### config.mk
export PLATFORM = sky130hd
export DESIGN_NAME = trace_capture_fifo
export DESIGN_NICKNAME = d
export VERILOG_FILES = /design/src/rtl/trace_capture_fifo.sv
export SDC_FILE = /design/constraint.sdc
export NUM_CORES = 1
export LEC_CHECK = 0
export CORE_MARGIN = 2
export CORE_UTILIZATION = 39
export CTS_CLUSTER_DIAMETER = 50
export CTS_CLUSTER_SIZE = 20
export DETAILED_ROUTE_END_ITERATION = 16
export GPL_ROUTABILITY_DRIVEN = 0
export PLACE_DENSITY = 0.52
export SETUP_SLACK_MARGIN = 0.2
export SLEW_MARGIN = 20
export SYNTH_ARGS = -nofsm -noshare
export SYNTH_HDL_FRONTEND = slang
export SYNTH_SLANG_ARGS = --single-unit
### constraint.sdc
create_clock -name clock -period 5.79 [get_ports clock]
set_input_delay 1.737 -clock clock [delete_from_list [all_inputs] [get_ports clock]]
set_output_delay 1.737 -clock clock [all_outputs]
set_load 0.01 [all_outputs]
### src/rtl/trace_capture_fifo.sv
// Show-ahead trace FIFO capturing register-file writebacks from cpu_core.
// Define TRACE_FILTER_R0_EN to ignore writes addressed to register 0.
module trace_capture_fifo #(
  parameter int DEPTH = 16
) (
  input  logic                     clock,
  input  logic                     reset_,
  input  logic [31:0]              debug_program_count,
  input  logic [3:0]               debug_register_file_write_enabled,
  input  logic [4:0]               debug_register_file_write_address,
  input  logic [31:0]              debug_register_file_write_data,
  input  logic                     clear,
  output logic                     trace_valid,
  input  logic                     trace_ready,
  output logic [31:0]              trace_program_count,
  output logic [3:0]               trace_write_enabled,
  output logic [4:0]               trace_write_address,
  output logic [31:0]              trace_write_data,
  output logic [$clog2(DEPTH):0]   trace_count,
  output logic [15:0]              overflow_count
);

  localparam int PTR_W   = $clog2(DEPTH);
  localparam int CNT_W   = PTR_W + 1;
  localparam int ENTRY_W = 73;

  logic [ENTRY_W-1:0] mem [DEPTH];
  logic [ENTRY_W-1:0] head;

  logic [PTR_W-1:0] wr_ptr_reg, wr_ptr_next;
  logic [PTR_W-1:0] rd_ptr_reg, rd_ptr_next;
  logic [CNT_W-1:0] count_reg, count_next;
  logic [15:0]      ovf_reg, ovf_next;

  logic capture, full, pop, push, drop;

`ifdef TRACE_FILTER_R0_EN
  assign capture = (debug_register_file_write_enabled != 4'b0000) &&
                   (debug_register_file_write_address != 5'd0);
`else
  assign capture = (debug_register_file_write_enabled != 4'b0000);
`endif

  assign full        = (count_reg == CNT_W'(DEPTH));
  assign trace_valid = (count_reg != '0);
  assign pop         = trace_valid && trace_ready;
  // A pop frees the slot at the same edge, so a full FIFO can still accept.
  assign push        = capture && (!full || pop);
  assign drop        = capture && full && !pop;

  always_comb begin
    wr_ptr_next = wr_ptr_reg;
    rd_ptr_next = rd_ptr_reg;
    count_next  = count_reg;
    ovf_next    = ovf_reg;
    if (clear) begin
      wr_ptr_next = '0;
      rd_ptr_next = '0;
      count_next  = '0;
      ovf_next    = '0;
    end else begin
      if (push) wr_ptr_next = wr_ptr_reg + PTR_W'(1);
      if (pop)  rd_ptr_next = rd_ptr_reg + PTR_W'(1);
      case ({push, pop})
        2'b10:   count_next = count_reg + CNT_W'(1);
        2'b01:   count_next = count_reg - CNT_W'(1);
        default: count_next = count_reg;
      endcase
      if (drop && ovf_reg != 16'hFFFF) ovf_next = ovf_reg + 16'd1;
    end
  end

  always_ff @(posedge clock or negedge reset_) begin
    if (!reset_) begin
      wr_ptr_reg <= '0;
      rd_ptr_reg <= '0;
      count_reg  <= '0;
      ovf_reg    <= '0;
    end else begin
      wr_ptr_reg <= wr_ptr_next;
      rd_ptr_reg <= rd_ptr_next;
      count_reg  <= count_next;
      ovf_reg    <= ovf_next;
    end
  end

  // Storage is not reset; the pointers alone define what is valid.
  always_ff @(posedge clock) begin
    if (push && !clear) begin
      mem[wr_ptr_reg] <= {debug_program_count,
                          debug_register_file_write_enabled,
                          debug_register_file_write_address,
                          debug_register_file_write_data};
    end
  end

  assign head = mem[rd_ptr_reg];

  assign trace_program_count = trace_valid ? head[72:41] : 32'd0;
  assign trace_write_enabled = trace_valid ? head[40:37] : 4'd0;
  assign trace_write_address = trace_valid ? head[36:32] : 5'd0;
  assign trace_write_data    = trace_valid ? head[31:0]  : 32'd0;
  assign trace_count         = count_reg;
  assign overflow_count      = ovf_reg;

endmodule

# Yosys cells after proc, flatten, opt, wreduce, memory -nomap -nowiden
# Memories as Yosys holds them, arrays and structs flattened.
# Index checks and enable logic that the tools add are counted.
# W data, S select, Z words.
# word_totals
n_memories	1
out_inout_bits	95
mem_bits_rw	1168
wordCells	44
reg_bits	29
# mem_list
memory	depth	word_bits	read_ports	rd_ports_with_merged_regs	wr	line	rtl
mem	16	73	1	0	1	27	logic [ENTRY_W-1:0] mem [DEPTH];
# op_classes
n_eq_ne	4
mux	14
n_reduce_logical	16
n_addsub	5
# op_table
operator	count
$mux W32	2
$mux W16	2
$mux W4	5
$add A16 B1 Y16 const B	1
$ne A16 B16 Y1 const B	1
$mux W5	2
$pmux W5 S2	1
$add A4 B1 Y4 const B	2
$logic_and A1 B1 Y1	6
$reduce_bool A2 Y1	3
$add A5 B1 Y5 const B	1
$eq A5 B5 Y1 const B	1
$reduce_bool A5 Y1	1
$sub A5 B1 Y5 const B	1
$reduce_bool A4 Y1	1
$logic_not A1 Y1	3
$reduce_bool A3 Y1	1
$eq A2 B1 Y1 const B	1
$eq A2 B2 Y1 const B	1
$mux W1	2
$logic_or A1 B1 Y1	1

# Depth between registers and ports, before layout
# Gate-level depths: netlist of the first run.
# depth
word_depth	7
depth_mapped	10
depth_no_buf	9

# Worst setup path before layout of the first run
# No wires, ideal clock.
# synth_timing
path_type	input-to-reg
startpoint	input port trace_ready
endpoint	memory mem[15][0] (enable)
cell_stages	4
t_arrival_ps	5436
path_buffers	0
setup_slack_ps	-151
cell_sequence	nor2b_1 > a21oi_2 > nand2_1 > nor2_1
# synth_between
elab_chain_len	6
# synth_rtl
item	line	rtl
from (decl)	14	input logic trace_ready,
$logic_and A1 B1 Y1	46	assign pop = trace_valid && trace_ready;
$logic_or A1 B1 Y1	48	assign push = capture && (!full || pop);
$logic_and A1 B1 Y1	48	
$logic_and A1 B1 Y1	89	if (push && !clear) begin
$mux W1	89	
$mux W1 (implied by the code)	90	mem[wr_ptr_reg] <= {debug_program_count,
to (decl)	27	
# No other way between the ends.

# Worst setup path after layout of the first run
# layout_timing
startpoint	register rd_ptr_reg[0]
endpoint	output port trace_program_count[4]
# layout_between
elab_chain_len	2
# layout_rtl
item	line	rtl
from (decl)	31	logic [PTR_W-1:0] rd_ptr_reg, rd_ptr_next;
from (signal assigned)	81	rd_ptr_reg <= rd_ptr_next;
$mem_v2 Z16 W73	-	
$mux W32	99	assign trace_program_count = trace_valid ? head[72:41] : 32'd0;
to (decl)	15	output logic [31:0] trace_program_count,
# No other way between the ends.

==> results.txt, run 1 <==
----------------------------------------------------
[Run status]
  Result of the run ... finished, final reports clean

[Place]
  Number of cells in the design after placement ... 3572
  Number of buffer cells added on primary ports ... 171
  Half-perimeter wire length after detailed placement ... 54800 um
  Cell area after placement ... 50200 um2

[Pwr]
  VDD IR max ... 0.000264 V
  Power density relative to cell area ... 400 nW/um2
  Static leakage ... 0.0166 uW

[Timing]
  Headroom to the max-slew limit ... 32.6%
  Number of failing hold endpoints at the final stage ... 0
  Max Slew Vio Count ... 0
  Achievable frequency ... 0.185 GHz
  Crit path time final ... 5.39 ns
  RSZ-0062 raised after global routing ... no
  Total negative slack ... 0 ns
  Worst Clk Skew ... 0.0317 ns
  Total setup violations reported at the end of the flow ... 0
  Final worst-path cycle share ... 93.2%
  Transition time at the pin with the least slew margin ... 1.00 ns

[Cells and area]
  Layout Utilization ... 46.5%
  Non-filler cells in the finished layout ... 3817
  Growth of design area from synthesis to finish ... 18.9%
  Non-Filler Cell Area, Final ... 54700 um2
  Share of layout cells above drive strength 1 ... 30.0%
  Register with the most flip-flops ... mem
  Flip-flop count of the largest register after layout ... 1168
  Layout Nets ... 2254

[CTS]
  Post_cts resized ... 0
  Clock net sink count ... 1197
  H-tree levels ... 4
  Clock network latency to the later pin of the worst-skew pair ... 0.72 ns
  Total of hold buffers inserted after clock tree synthesis ... 0
  Clock-pin slew on the worst setup and hold paths ... 0.06 ns
  Number of CTS-inserted buffers ... 131
  Clock tree from TritonCTS ... done
  Clock root buffer ... sky130_fd_sc_hd__clkbuf_16
  Maximum buffer depth of the clock tree ... 3
  Post-CTS setup buffer count ... 0

[Synthesis]
  Register bit total from synthesis ... 1197
  Post-Synthesis Net Count ... 1981
  Share of synthesized area occupied by flip-flops and latches ... 77.8%
  Post-Synthesis Cell Area ... 46000 um2
  Main synth FF type ... sky130_fd_sc_hd__edfxtp_1
  EDFF count, synth ... 1168
  Fraction of synthesized cell area taken by the top area cell type ... 76.2%
  Post-synthesis area per instance ... 24.3 um2
  Ranking of synthesized cells by area ... sky130_fd_sc_hd__edfxtp_1 (76%), sky130_fd_sc_hd__mux4_2 (18%), sky130_fd_sc_hd__dfrtp_1 (1.6%)
  Fraction of registers with async set/reset ... 2.42%
  YS warnings ... 0
  Cell count after synthesis ... 1896
  Number of library cell types mapped by synthesis ... 46
  Post-synthesis cell type with the largest combined area ... sky130_fd_sc_hd__edfxtp_1

[Drt]
  Number of design-rule violations left by the first detailed-router iteration ... 1962
  Antenna Nets Post-Route ... 0
  Number of DRC violations after detailed routing ... 0
  Drt pass-1 iters ... 5
  Routed wirelength normalized by instance count ... 28.4 um
  Via count ... 20785
  Average vias per placed instance ... 5.45
  Wire length after detailed routing ... 109000 um

[Die]
  Die area ... 121000 um2
  Overall die height ... 347 um
  DIE WIDTH ... 347 um
  Ports ... 172
  Starting density of the core ... 39.1%
  Placement row count ... 126
  Placeable core region ... 118000 um2

[Min path]
  Kind of path behind the tightest hold check ... reg2reg
  Min-Delay Path Depth ... 2
  Hold path endpoint ... overflow_count[5]
  Worst Min Path Start ... overflow_count[5]

[Global routing]
  Total routing usage reported by global routing ... 18.2%
  Maximum number of pins on one net before global-route repair ... 66
  First-pass GRT wire length ... 158000 um
  Vias in the first global route ... 22133
  Antenna violations before repair ... 10
  Overflow after GRT ... 0

[Critical path]
  R2R depth ... 9
  Reg-to-Reg Start ... trace_count[1]
  Endpoint of the most critical register-to-register path ... trace_count[4]
  Critical Path Max Stage Delay ... 0.69 ns
  Cell with the biggest individual delay on the critical path ... sky130_fd_sc_hd__dfrtp_4
  Crit path launch type ... register
  Data required time of the critical path ... 4.05 ns
  Critical Path Sink Type ... output pin
  Worst reg-to-reg setup slack ... 2.95 ns
  Critical path peak fanout ... 51
  Category of the most critical setup path ... reg2out
  Crit path cell chain ... buf_12, mux4_2, mux4_2, and2_1, clkdlybuf4s50_1
  Arrival time at the worst endpoint ... 3.66 ns
  Most Frequent Cell on Critical Path ... sky130_fd_sc_hd__mux4_2

[Run]
  Max_cap viols ... 0

----------------------------------------------------
-- critical path, delay by kind of cell (launching register included) --
| family | cells | cell delay (ns) |
|---|---|---|
| mux | 2 | 1.10 |
| buf+inv | 2 | 0.87 |
| flops | 1 | 0.69 |
| simple gates | 1 | 0.18 |
-- cells by family after synthesis --
kind of cell | synth area share, %
AO/OA/AOI/OAI | 0.454
XOR/XNOR | 0.419
adder cells (fa/ha/maj) | 0.218
buffers and inverters | 1.16
flip-flops | 77.8
multiplexers | 17.9
AND/OR/NAND/NOR | 2.03
-- layout make-up --
cell class | instances | area (um2)
multi-input combinational | 598 | 9820
sequential | 1197 | 35800
tap | 1536 | 1920
fill | 9631 | 62900
inverter | 5 | 18.8
antenna | 4 | 10.0
clock inverter | 98 | 1090
timing repair buffer | 236 | 2650
clock buffer | 143 | 3410
-- stage by stage --
| step | worst slack, ns | hold WS (ns) | total power, uW |
|---|---|---|---|
| 2_1_floorplan | -0.151 | 0.558 | 12200 |
| 3_3_place_gp | 0.930 | 0.559 | 13600 |
| 3_5_place_dp | 0.943 | 0.571 | 13700 |
| 4_1_cts | 0.229 | 0.591 | 22200 |
| 5_1_grt | 0.212 | 0.616 | 22700 |
| 6_report | 0.396 | 0.587 | 21900 |
-- per-layer routing --
layer  vias up  part of all wire (%)  GRT usage (%)
met2       513                    50           30.0
met3       150                   4.8           3.20
met4         8                   1.9           4.89
li1       8705                     -              -
met1     11409                    43           25.2
met5         -                 0.049              0
-- placed cells by master (no fill, tap or decap), types with 5 or more instances in the layout --
master                            count
sky130_fd_sc_hd__nor2_1              31
sky130_fd_sc_hd__buf_12              36
sky130_fd_sc_hd__buf_4               29
sky130_fd_sc_hd__xnor2_1             15
sky130_fd_sc_hd__clkbuf_1             8
sky130_fd_sc_hd__dfrtp_1             25
sky130_fd_sc_hd__nand2_1             16
sky130_fd_sc_hd__mux4_2             365
sky130_fd_sc_hd__clkinv_1             7
sky130_fd_sc_hd__bufinv_16            9
sky130_fd_sc_hd__ha_1                 8
sky130_fd_sc_hd__clkinv_2             7
sky130_fd_sc_hd__edfxtp_1          1168
sky130_fd_sc_hd__a211oi_1             5
sky130_fd_sc_hd__o21ai_0              5
sky130_fd_sc_hd__clkbuf_16          135
sky130_fd_sc_hd__xor2_1               7
sky130_fd_sc_hd__clkdlybuf4s50_1    171
sky130_fd_sc_hd__nor2_4              16
sky130_fd_sc_hd__inv_1                5
sky130_fd_sc_hd__clkinv_8            13
sky130_fd_sc_hd__inv_8               11
sky130_fd_sc_hd__clkinv_4            12
sky130_fd_sc_hd__and2_1              73
sky130_fd_sc_hd__nand3_1             10
sky130_fd_sc_hd__clkinvlp_4          17
sky130_fd_sc_hd__inv_6               22
sky130_fd_sc_hd__a21oi_1              6
sky130_fd_sc_hd__nor4_1               5
-- cells in the mapped netlist (2+ instances only) --
| cell | n |
|---|---|
| sky130_fd_sc_hd__xor2_1 | 7 |
| sky130_fd_sc_hd__edfxtp_1 | 1168 |
| sky130_fd_sc_hd__xnor2_1 | 15 |
| sky130_fd_sc_hd__nand3_1 | 10 |
| sky130_fd_sc_hd__a211oi_1 | 5 |
| sky130_fd_sc_hd__nand4_1 | 2 |
| sky130_fd_sc_hd__nor4_1 | 5 |
| sky130_fd_sc_hd__nor3_1 | 3 |
| sky130_fd_sc_hd__or3_1 | 4 |
| sky130_fd_sc_hd__inv_1 | 5 |
| sky130_fd_sc_hd__clkbuf_1 | 51 |
| sky130_fd_sc_hd__nand2_1 | 17 |
| sky130_fd_sc_hd__and2_1 | 73 |
| sky130_fd_sc_hd__o21ai_0 | 5 |
| sky130_fd_sc_hd__buf_2 | 11 |
| sky130_fd_sc_hd__a21oi_1 | 6 |
| sky130_fd_sc_hd__buf_6 | 9 |
| sky130_fd_sc_hd__mux4_2 | 365 |
| sky130_fd_sc_hd__buf_1 | 5 |
| sky130_fd_sc_hd__ha_1 | 8 |
| sky130_fd_sc_hd__dfrtp_1 | 29 |
| sky130_fd_sc_hd__buf_4 | 20 |
| sky130_fd_sc_hd__nor2_1 | 47 |
| sky130_fd_sc_hd__and3_1 | 4 |
-- power by group --
part / switching [uW] / internal, uW
Sequential: 90.1 / 9680
Combinational: 1670 / 1920
Clock: 3670 / 4830
-- worst max path at each step --
stage                                                     from                      to  slack (ns)  cells past startpoint
after CTS                                       trace_count[1]    trace_write_data[29]        0.23                      5
after global routing                             rd_ptr_reg[0]  trace_program_count[5]        0.21                      5
final                                            rd_ptr_reg[0]  trace_program_count[4]        0.40                      5
after floorplan                                    trace_ready              mem[15][0]       -0.15                      4
after global placement    debug_register_file_write_enabled[0]          trace_count[4]        0.93                     11
after detailed placement  debug_register_file_write_enabled[1]          trace_count[4]        0.94                     11
Note: power is estimated with default switching activity, not from simulation.
==> inputs of run 2 (changes only) <==
--- a/config.mk
+++ b/config.mk
@@ -13,7 +13,6 @@
 export GPL_ROUTABILITY_DRIVEN = 0
 export PLACE_DENSITY = 0.52
 export SETUP_SLACK_MARGIN = 0.2
-export SLEW_MARGIN = 20
 export SYNTH_ARGS = -nofsm -noshare
 export SYNTH_HDL_FRONTEND = slang
 export SYNTH_SLANG_ARGS = --single-unit
==> results of run 2 <==
Same layout as run 1: the final DEF is identical, and so are final timing and power.
